`src/rtl/instr_fetch_if.sv`:
```
// Byte-wide ROM port used by instr_fetch.
// The fetch side drives the address and two-phase trigger.
interface instr_fetch_if;
    logic [31:0] romAddr;
    logic        romTrigger;
    logic [7:0]  romData;
    logic        romReady;

    modport master (
        output romAddr,
        output romTrigger,
        input  romData,
        input  romReady
    );

    modport slave (
        input  romAddr,
        input  romTrigger,
        output romData,
        output romReady
    );
endinterface

```
`src/rtl/instr_fetch.sv`:
```
// Instruction fetch: four byte reads from the ROM port,
// assembled little-endian into one 32-bit instruction.
module instr_fetch #(
    parameter int unsigned GUARD_CYCLES = 2,
    parameter int unsigned TIMEOUT      = 1000
) (
    input  logic        clk,
    input  logic        reset,
    input  logic [31:0] pcIn,
    input  logic        fetchReq,
    input  logic        flush,
    output logic        fetchBusy,
    output logic [31:0] instrOut,
    output logic        instrValid,
    output logic        fetchErr,
    instr_fetch_if.master rom
);

    localparam logic [3:0]  GUARD_LD   = 4'(GUARD_CYCLES);
    localparam logic [15:0] TIMEOUT_LD = 16'(TIMEOUT);

    typedef enum logic [2:0] {
        IDLE,
        ISSUE,
        GUARD,
        WAIT,
        DONE
    } state_t;

    state_t      state;
    logic [1:0]  k;
    logic [3:0]  gcnt;
    logic [15:0] tcnt;
    logic [31:0] asm_q;
    logic [31:0] asm_next;
    logic [1:0]  ready_q;
    logic        readySync;
    logic        unused_pc;

    assign readySync = ready_q[1];
    assign unused_pc = ^pcIn[1:0];

    always_comb begin
        asm_next = asm_q;
        asm_next[{k, 3'b000} +: 8] = rom.romData;
    end

    always_ff @(posedge clk or posedge reset) begin
        if (reset) begin
            state          <= IDLE;
            k              <= 2'd0;
            gcnt           <= 4'd0;
            tcnt           <= 16'd0;
            asm_q          <= 32'd0;
            ready_q        <= 2'b00;
            fetchBusy      <= 1'b0;
            instrOut       <= 32'd0;
            instrValid     <= 1'b0;
            fetchErr       <= 1'b0;
            rom.romAddr    <= 32'd0;
            rom.romTrigger <= 1'b0;
        end else begin
            ready_q    <= {ready_q[0], rom.romReady};
            instrValid <= 1'b0;
            fetchErr   <= 1'b0;
            if (state != IDLE && flush) begin
                // Trigger level is kept; a late byte is absorbed by the next GUARD.
                state     <= IDLE;
                fetchBusy <= 1'b0;
            end else begin
                unique case (state)
                    IDLE: begin
                        if (fetchReq && !flush) begin
                            rom.romAddr <= {pcIn[31:2], 2'b00};
                            k           <= 2'd0;
                            fetchBusy   <= 1'b1;
                            state       <= ISSUE;
                        end
                    end
                    ISSUE: begin
                        rom.romTrigger <= ~rom.romTrigger;
                        gcnt           <= GUARD_LD;
                        state          <= GUARD;
                    end
                    GUARD: begin
                        gcnt <= gcnt - 4'd1;
                        if (gcnt <= 4'd1) begin
                            tcnt  <= 16'd0;
                            state <= WAIT;
                        end
                    end
                    WAIT: begin
                        if (readySync) begin
                            asm_q <= asm_next;
                            if (k == 2'd3) begin
                                // Publish with the last byte so valid lands in DONE.
                                instrOut   <= asm_next;
                                instrValid <= 1'b1;
                                state      <= DONE;
                            end else begin
                                k           <= k + 2'd1;
                                rom.romAddr <= {rom.romAddr[31:2], k + 2'd1};
                                state       <= ISSUE;
                            end
                        end else if ((tcnt + 16'd1) == TIMEOUT_LD) begin
                            fetchErr  <= 1'b1;
                            fetchBusy <= 1'b0;
                            state     <= IDLE;
                        end else begin
                            tcnt <= tcnt + 16'd1;
                        end
                    end
                    DONE: begin
                        fetchBusy <= 1'b0;
                        state     <= IDLE;
                    end
                    default: begin
                        fetchBusy <= 1'b0;
                        state     <= IDLE;
                    end
                endcase
            end
        end
    end

endmodule

```
`src/flat_wrapper.sv`:
```
// flat-port wrapper written by rule: the top's interface ports become plain ports
module instr_fetch_flat 
#(
    parameter int unsigned GUARD_CYCLES = 2,
    parameter int unsigned TIMEOUT      = 1000
)
  (clk, reset, pcIn, fetchReq, flush, fetchBusy, instrOut, instrValid, fetchErr, rom_romAddr, rom_romTrigger, rom_romData, rom_romReady);
  instr_fetch_if rom_i ();
  input  logic clk;
  input  logic reset;
  input  logic [31:0] pcIn;
  input  logic fetchReq;
  input  logic flush;
  output logic fetchBusy;
  output logic [31:0] instrOut;
  output logic instrValid;
  output logic fetchErr;
  output wire logic [$bits(rom_i.romAddr)-1:0] rom_romAddr;
  output wire logic [$bits(rom_i.romTrigger)-1:0] rom_romTrigger;
  input wire logic [$bits(rom_i.romData)-1:0] rom_romData;
  input wire logic [$bits(rom_i.romReady)-1:0] rom_romReady;
  assign rom_romAddr = rom_i.romAddr;
  assign rom_romTrigger = rom_i.romTrigger;
  assign rom_i.romData = rom_romData;
  assign rom_i.romReady = rom_romReady;
  instr_fetch #(.GUARD_CYCLES(GUARD_CYCLES), .TIMEOUT(TIMEOUT)) u_core (.clk(clk), .reset(reset), .pcIn(pcIn), .fetchReq(fetchReq), .flush(flush), .fetchBusy(fetchBusy), .instrOut(instrOut), .instrValid(instrValid), .fetchErr(fetchErr), .rom(rom_i));
endmodule
```
`config.mk`:
```
export PLATFORM = sky130hd
export DESIGN_NAME = instr_fetch_flat
export DESIGN_NICKNAME = d
export VERILOG_FILES = /design/src/rtl/instr_fetch_if.sv /design/src/rtl/instr_fetch.sv /design/src/flat_wrapper.sv
export SDC_FILE = /design/constraint.sdc
export NUM_CORES = 1
export LEC_CHECK = 0
export ABC_AREA = 1
export BUFFER_PORTS_ARGS = -buffer_cell sky130_fd_sc_hd__buf_2
export CAP_MARGIN = 10
export CORE_MARGIN = 1
export CORE_UTILIZATION = 40
export DETAILED_ROUTE_END_ITERATION = 10
export PLACE_DENSITY_LB_ADDON = 0.1
export SYNTH_ARGS = -nofsm -noshare
export SYNTH_HDL_FRONTEND = slang
export SYNTH_SLANG_ARGS = --single-unit
```
`constraint.sdc`:
```
create_clock -name clk -period 4.21 [get_ports clk]
set_clock_uncertainty 0.05 [all_clocks]
set_input_delay 0.2105 -clock clk [delete_from_list [all_inputs] [get_ports clk]]
set_output_delay 0.2105 -clock clk [all_outputs]
set_load 0.02 [all_outputs]
```
* Word level (Yosys, flattened, before mapping)
Cells that the tools add are included.
** Word-level totals
- Register bits :: 127
- Input port bits :: 45
- Output and inout bits :: 68
- Logic and storage cells :: 92
** Cells by class
- $add $sub $neg :: 4
- $lt $le $gt $ge :: 1
- Eq/ne operators :: 17
- Shift-type cells :: 2
- Multiplexer cells :: 34
- Bitwise operators :: 3
- Reduce and logical (&&, ||, !) cells :: 18
** Operators with widths (count)
- $mux 32 :: 2
- $pmux 32 s2 :: 1
- $mux 16 :: 3
- $bwmux 32 :: 1
- $pmux 16 s2 :: 1
- $shift 8x7->32 const A :: 1
- $shiftx 8x7->32 :: 1
- $mux 3 :: 6
- $add 16x1->16 const B :: 1
- $eq 16x10->1 const B :: 1
- $mux 1 :: 12
- $pmux 3 s4 :: 1
- $reduce_and 4->1 :: 3
- $reduce_and 5->1 :: 2
- $ne 3x1->1 const B :: 3
- $mux 2 :: 4
- $ne 2x1->1 const B :: 4
- $pmux 4 s2 :: 1
- $neg 5->7 :: 1
- $eq 3x2->1 const B :: 2
- $ne 2x2->1 const B :: 3
- $reduce_and 3->1 :: 2
- $reduce_bool 2->1 :: 3
- $le 4x1->1 const B :: 1
- 15 further kinds :: 19

* Depth between registers and ports, before layout
Gate-level depths: netlist of run 1.
- Depth in word-level cells :: 6
- Gate-level depth with buffers :: 15
- Mapped depth without buffers :: 14

* Worst setup path after synthesis of run 1
No wires, ideal clock.
- Kind :: reg2reg
- Start point :: register u_core.tcnt[0]
- End point :: register u_core.tcnt[0]
- Library setup time :: 0.117 ns
- Arrival time :: 1.848 ns
- Data required time :: 4.043 ns
- Slack :: 2.195 ns
- Cell stages (with the launch flop) :: 16
- Buffers on the path :: 2
- Clock period less this slack :: 2.015 ns
- Cells stage by stage :: dfrtp_1 > ha_1 > nand2_1 > nor2_4 > nand2_1 > nand2_1 > nand2_2 > nor2_2 > nand2_2 > nor2_4 > nand3_4 > and2_4 > buf_6 > buf_12 > nand3_2 > nand2_1
** On the way
- Word-level cells in the longest chain between the ends :: 4
- Elaborated cells on any way between the ends :: 7
- Classes of those cells :: add/sub (1); eq/ne (2); mux (3); reduce/logical (1)
** RTL lines
- from (decl) :: line instr_fetch.sv:33 : logic [15:0] tcnt;
- from (signal assigned) :: line instr_fetch.sv:110 : tcnt <= tcnt + 16'd1;
- $add 16x1->16 (*) :: line instr_fetch.sv:105, instr_fetch.sv:110
- $eq 16x10->1 / $mux 16 (equally long branches) :: line instr_fetch.sv:105 : end else if ((tcnt + 16'd1) == TIMEOUT_LD) begin
- $ne 2x2->1 (no line) / $mux 16 (equally long branches)
- $reduce_and 5->1 (no line) / $pmux 16 s2 (equally long branches)
Every way passes the cells marked *; elsewhere a longest branch is shown, timed or not. The select of a mux whose other input is x is not followed.
A chain may end at the register's enable or synchronous reset.

* Final worst setup path of run 1
- Start point :: register u_core.k[0]
- End point :: register u_core.instrOut[0]
** On the way
- Word-level cells in the longest chain between the ends :: 3
- Elaborated cells on any way between the ends :: 6
- Classes of those cells :: add/sub (1); eq/ne (1); shift (2); mux (1); reduce/logical (1)
** RTL lines
- from (decl) :: line instr_fetch.sv:31 : logic [1:0] k;
- from (signal assigned) :: line instr_fetch.sv:101 : k <= k + 2'd1;
- $neg 5->7 :: line instr_fetch.sv:45 : asm_next[{k, 3'b000} +: 8] = rom.romData;
- $shiftx 8x7->32 / $shift 8x7->32 (equally long branches) :: line instr_fetch.sv:45
- $bwmux 32 :: line instr_fetch.sv:45
- to (signal assigned) :: line instr_fetch.sv:97 : instrOut <= asm_next;
- to (decl) :: line instr_fetch.sv:13 : output logic [31:0] instrOut,
Several ways; a longest one is shown, not always the timed one.

==> results_dict.tcl, run 1 <==
set metrics [dict create \
    h-tree-depth 4 \
    antenna_found_initial 0 \
    critPathCaptureType "flip-flop" \
    setup_viol 0 \
    clk_pin_slew_worst_paths_ns 0.05 \
    routed_via_density 4.852 \
    power.density_mw_per_mm2 580.9 \
    wl_per_cell_um 13.95 \
    cts_tree "done" \
    rrSetupSlack_ns 1.88 \
    final_area_mm2 0.007442 \
    firstDrtPassIters 4 \
    drt_wl_total_um 12900 \
    cp.buffers_inverters 2 \
    required_ns 4.51 \
    reg2reg_depth 6 \
    ir_worst_vdd_mv 0.2877 \
    worst_slack_ns 1.877 \
    dp_hpwl_um 8969 \
    worst_slew_pin_slew_ns 0.7350 \
    initial_utilization_pct 41.74 \
    clock_sinks 125 \
    grt_pass1_wl_um 21470 \
    clk_latency_ns 0.41 \
    switching_share_pct 33.32 \
    yosysMostFrequentCell "dfrtp_1" \
    combPwrFrac_pct 30.1 \
    yosysSeqAreaShare_pct 53.17 \
    grt_start_max_net_pins 66 \
    async_reset_ff_share_pct 100.0 \
    areaGrowthSynthToFinish_pct 26.50 \
    std_cell_rows 43 \
    grt_pass1_vias 4417 \
    post-route-min-period_ns 2.333 \
    die_h_um 123.3 \
    yosysTopAreaCellShare_pct 53.17 \
    n_antenna_cell 0 \
    synth_warnings 0 \
    slew_headroom_pct 51.00 \
    ys_top_cells_by_area "dfrtp_1, mux2_2, nand2_1" \
    clockPowerShare_pct 30.6 \
    synth_flop_cell "dfrtp_1" \
    first_iter_violations 234 \
    vias 4488 \
    maxCapViolCount 0 \
    r2r-start "u_core.k[0]" \
    synthesis.area_mm2 0.005883 \
    die_w_um 123.3 \
    timing.rr.end "u_core.instrOut[0]" \
    status "complete, no violations" \
    core-area_mm2 0.01410 \
    cpMostUsedCell "inv_1" \
    drive_gt1_share_pct 32.62 \
    critPathKind "reg -> reg" \
    p_switching_uw 1441 \
    antenna_left 0 \
    fmaxAchievable_mhz 428.6 \
    yosys.area.top_type "dfrtp_1" \
    syn-instance-count 588 \
    drc 0 \
    clockBufferDepth 2 \
    instances_no_fill 925 \
    place_ws_ns 1.843 \
    cts-root-buf "clkbuf_16" \
    crit_chain "inv_1, ha_1, inv_1, nand4_1, o22ai_1, mux2_2" \
    worstHoldStart "flush" \
    gp_congestion 0.7916 \
    synth_edf_count 0 \
    cp_slowest_stage_delay_ns 0.51 \
    io_pins 113 \
    io_buffers 110 \
    dieArea_mm2 0.01520 \
    gr-usage-all-layers_pct 18.57 \
    hold-path-endpoint "u_core.gcnt[0]" \
    overflow 0 \
    final_nets 788 \
    synth_cell_types 33 \
    cp_max_fo 8 \
    synthTopCellsByCount "dfrtp_1, nand2_1, inv_1" \
    power.sequential.fraction_pct 39.3 \
    rsz0062_at_grt "false" \
    cp-start-kind "flip-flop" \
    avgSynthCellArea_um2 10.01 \
    numCtsBuffers 17 \
    cp_top_family "flip-flops" \
    hold_depth 4 \
    placed_area_mm2 0.006588 \
    p_int_uw 2883 \
    ys_seq_elements 125 \
    hold_viol_final 0 \
    crit_arrival_ns 2.63 \
    synth.net_count 642 \
    setup-tns-final_ns 0 \
    crit_path_top_delay_cell "dfrtp_1" \
    fin_crit_sh_pct 55.43 \
    hold_path.class "in -> reg" \
    dpl.cell_count 863 \
    slew_viol_final 0 \
    leakage_uw 0.003738 \
]
-- layout by cell type, fill, tap and decap left out, types with 17 or more instances in the layout --
master,n
clkbuf_16,17
o21ai_0,36
dfrtp_1,125
dlygate4sd3_1,32
nand3_1,18
inv_1,76
nand2_1,119
mux2_2,62
nor2_1,23
buf_2,110
o22ai_1,32
-- flip-flops by register name (all words and copies together) (netlist names), 2 cells and up --
register / cells
u_core.asm_q: 32
u_core.instrOut: 32
u_core.rom.romAddr: 30
u_core.tcnt: 16
u_core.gcnt: 4
u_core.state: 3
u_core.k: 2
u_core.ready_q: 2
-- cell families (layout without fill, tap and decap cells) --
kind of cell,after synthesis,after routing,synth area share (%)
simple gates,211,211,17.50
xor+xnor,5,5,0.7445
buf+inv,98,255,6.976
fa+ha+maj,9,9,1.914
flops,125,125,53.17
compound gates,78,78,7.827
mux,62,62,11.87
-- power groups by stage --
stage	Clock, uW	Sequential (uW)	Combinational, uW
2_1_floorplan	0	1920	692
3_3_place_gp	0	1700	1260
3_5_place_dp	0	1720	1290
4_1_cts	1360	1700	1320
5_1_grt	1410	1740	1450
6_report	1320	1700	1300
-- worst max path at each step --
stage | from | cells after the start | slack, ns | end
5_1_grt | u_core.tcnt[0] | 11 | 1.60 | u_core.tcnt[3]
3_5_place_dp | u_core.k[0] | 6 | 1.84 | u_core.instrOut[0]
6_report | u_core.k[0] | 6 | 1.88 | u_core.instrOut[0]
3_3_place_gp | u_core.k[0] | 6 | 1.89 | u_core.instrOut[0]
2_1_floorplan | reset | 1 | 0.62 | u_core.asm_q[0]
4_1_cts | u_core.k[0] | 6 | 1.83 | u_core.instrOut[0]
-- cell type report --
type,instances,area (um^2)
Inverter,77,291.5
Fill cell,1298,6654
Tap cell,180,225.2
Clock buffer,23,467.9
Multi-Input combinational cell,365,2347
Clock inverter,7,66.31
Sequential cell,125,3128
Timing Repair Buffer,148,915.9
-- through the flow --
step | util (%) | total power [uW] | hold slack [ns]
2_1_floorplan | - | 2607 | 0.1919
3_5_place_dp | 46.73 | 3008 | 0.2754
6_report | 52.80 | 4323 | 0.1068
4_1_cts | 52.80 | 4377 | 0.08751
5_1_grt | 52.80 | 4608 | 0.1190
3_3_place_gp | 46.73 | 2966 | 0.2741
-- per-layer routing --
layer | routed length [um] | global-route usage (%) | share of wire [%]
met5 | 0 | 0 | 0
met4 | 174 | 6.852 | 1.3
met3 | 530 | 5.258 | 4.1
met2 | 6488 | 30.97 | 50
met1 | 5707 | 22.83 | 44
-- worst min-delay path, delay by kind of cell --
kind,cells,cell delay [ns]
buffers and inverters,2,0.16
AND/OR/NAND/NOR,1,0.07
AO/OA/AOI/OAI,1,0.07
-- repair_timing --
item,CTS,global route
gates resized for setup,0,0
hold buffers,32,0
endpoints found under the hold margin,89,0
setup buffers,0,0
Note: power is estimated with default switching activity, not from simulation.
==> run 2: changes to the inputs <==
Clock period 4.21 ns to 2.2 ns, I/O delays scaled along.
==> results_dict.tcl, run 2 (synthesis gave the netlist of run 1 again) <==
set metrics [dict create \
    ir_worst_vdd_mv 0.6284 \
    final_cell_mix "dfrtp_1, nand2_1, buf_2, inv_1, mux2_2" \
    gr-usage-all-layers_pct 18.70 \
    grt_use_met2_pct 31.39 \
    dp_hpwl_um 9068 \
    h-tree-depth 4 \
    gr-usage-met3_pct 4.935 \
    io_buffers 110 \
    final_nets 801 \
    antenna_left 0 \
    areaGrowthSynthToFinish_pct 30.52 \
    post-route-min-period_ns 2.019 \
    final_common_cell "dfrtp_1" \
    post_cts_buffers 0 \
    clockPowerShare_pct 31.9 \
    total_power_uw 8581 \
    dpl.cell_count 875 \
    status "complete, no violations" \
    vias 4560 \
    wl_per_cell_um 14.09 \
    cts-root-buf "clkbuf_16" \
    initial_utilization_pct 41.74 \
    n_antenna_cell 0 \
    met1_usage_pct 23.44 \
    grt_pass1_wl_um 21880 \
    crit_arrival_ns 2.31 \
    dieArea_mm2 0.01520 \
    routed_via_density 4.851 \
    first_iter_violations 172 \
    leakage_uw 0.003840 \
    slew_viol_final 0 \
    critPathCaptureType "flip-flop" \
    drt_wl_total_um 13250 \
    top_regs "u_core.asm_q (32), u_core.instrOut (32), u_core.rom.romAddr (30)" \
    cp-start-kind "flip-flop" \
    busiest_layer "met2" \
    die_w_um 123.3 \
    gp_congestion 0.8152 \
    maxCapViolCount 0 \
    clock_sinks 125 \
    std_cell_rows 43 \
    fin_crit_sh_pct 91.79 \
    worst_slew_pin_slew_ns 0.5352 \
    cp_max_fo 16 \
    drc 0 \
    hold_viol_final 0 \
    overflow 0 \
    setup-tns-final_ns 0 \
    firstDrtPassIters 4 \
    grt_start_max_net_pins 65 \
    power.density_mw_per_mm2 1118 \
    cts_tree "done" \
    grt_pass1_vias 4567 \
    required_ns 2.49 \
    die_h_um 123.3 \
    fmaxAchievable_mhz 495.2 \
    critPathKind "reg -> reg" \
    clockBufferDepth 2 \
    core-area_mm2 0.01410 \
    antenna_found_initial 0 \
    io_pins 113 \
    setup_viol 0 \
    combPwrFrac_pct 30.6 \
    instances_no_fill 940 \
    slew_headroom_pct 64.24 \
    clk_latency_ns 0.40 \
    switching_share_pct 33.56 \
    drive_gt1_share_pct 34.74 \
    numCtsBuffers 17 \
    power.sequential.fraction_pct 37.6 \
    p_switching_uw 2880 \
    hold_path.class "in -> reg" \
    rsz0062_at_grt "false" \
    clk_pin_slew_worst_paths_ns 0.06 \
    p_int_uw 5702 \
]
-- run 2: changes by cell type in the layout (fill, tap and decap cells not counted), sizes merged --
cell         change
buf             +12
clkbuf           -4
clkinvlp         +3
inv              +2
bufinv           +1
dlygate4sd3      +1
-- run 2: power groups by stage --
stage / registers [uW] / clock network (uW) / logic, uW
2_1_floorplan: 3660 / 0 / 1320
3_3_place_gp: 3240 / 0 / 2510
3_5_place_dp: 3260 / 0 / 2580
4_1_cts: 3230 / 2800 / 2640
5_1_grt: 3310 / 2910 / 2900
6_report: 3220 / 2730 / 2620
-- run 2: worst paths after layout --
path	startpoint	end	slack, ns	depth (start not counted)
worst max-delay path	u_core.tcnt[1]	u_core.tcnt[4]	0.18	11
worst min-delay path	rom_romData[4]	u_core.asm_q[4]	0.1	5
worst max register to register	u_core.tcnt[1]	u_core.tcnt[4]	0.18	11
worst min register to register	u_core.ready_q[0]	u_core.ready_q[1]	0.31	0
max in group asynchronous	reset	u_core.instrOut[31]	1.04	5
min in group asynchronous	reset	u_core.instrOut[19]	0.25	3
-- run 2: critical path, cell delays in order, from the launching register on --
cell	delay, ns
dfrtp_1	0.35
ha_1	0.22
nand3_2	0.13
xnor2_1	0.18
nor2_1	0.17
nand3_1	0.14
nor2_4	0.15
nand3_4	0.12
o21ai_4	0.16
buf_12	0.16
nand2_1	0.05
nand2_1	0.07
-- run 2: what timing repair did --
item,CTS,global route
hold buffers,33,0
resized for setup,0,4
hold endpoints to repair,54,0
endpoints found under the setup margin,0,17
-- run 2: layer usage --
layer | vias to the layer above | part of all wire (%)
met1 | 2214 | 44
met3 | 11 | 3.7
met4 | 0 | 0.91
met2 | 79 | 52
li1 | 2256 | -
met5 | - | 0
-- run 2: area by class of cell --
type | instances | area, um^2
Tap cell | 180 | 225.2
Sequential cell | 125 | 3128
Clock inverter | 13 | 137.6
Clock buffer | 19 | 442.9
Multi-Input combinational cell | 365 | 2361
Timing Repair Buffer | 161 | 1091
Inverter | 77 | 292.8
Fill cell | 1299 | 6417
-- run 2: per-stage QoR --
stage | instance area, um^2 | util [%] | worst slack [ns] | hold WS (ns)
2_1_floorplan | 5887 | - | 0.1854 | 0.09143
3_3_place_gp | 6754 | 47.91 | 0.1909 | 0.1269
3_5_place_dp | 6754 | 47.91 | 0.1307 | 0.1368
4_1_cts | 7665 | 54.38 | 0.1181 | 0.08534
5_1_grt | 7679 | 54.47 | 0.02580 | 0.1026
6_report | 7679 | 54.47 | 0.1805 | 0.09978
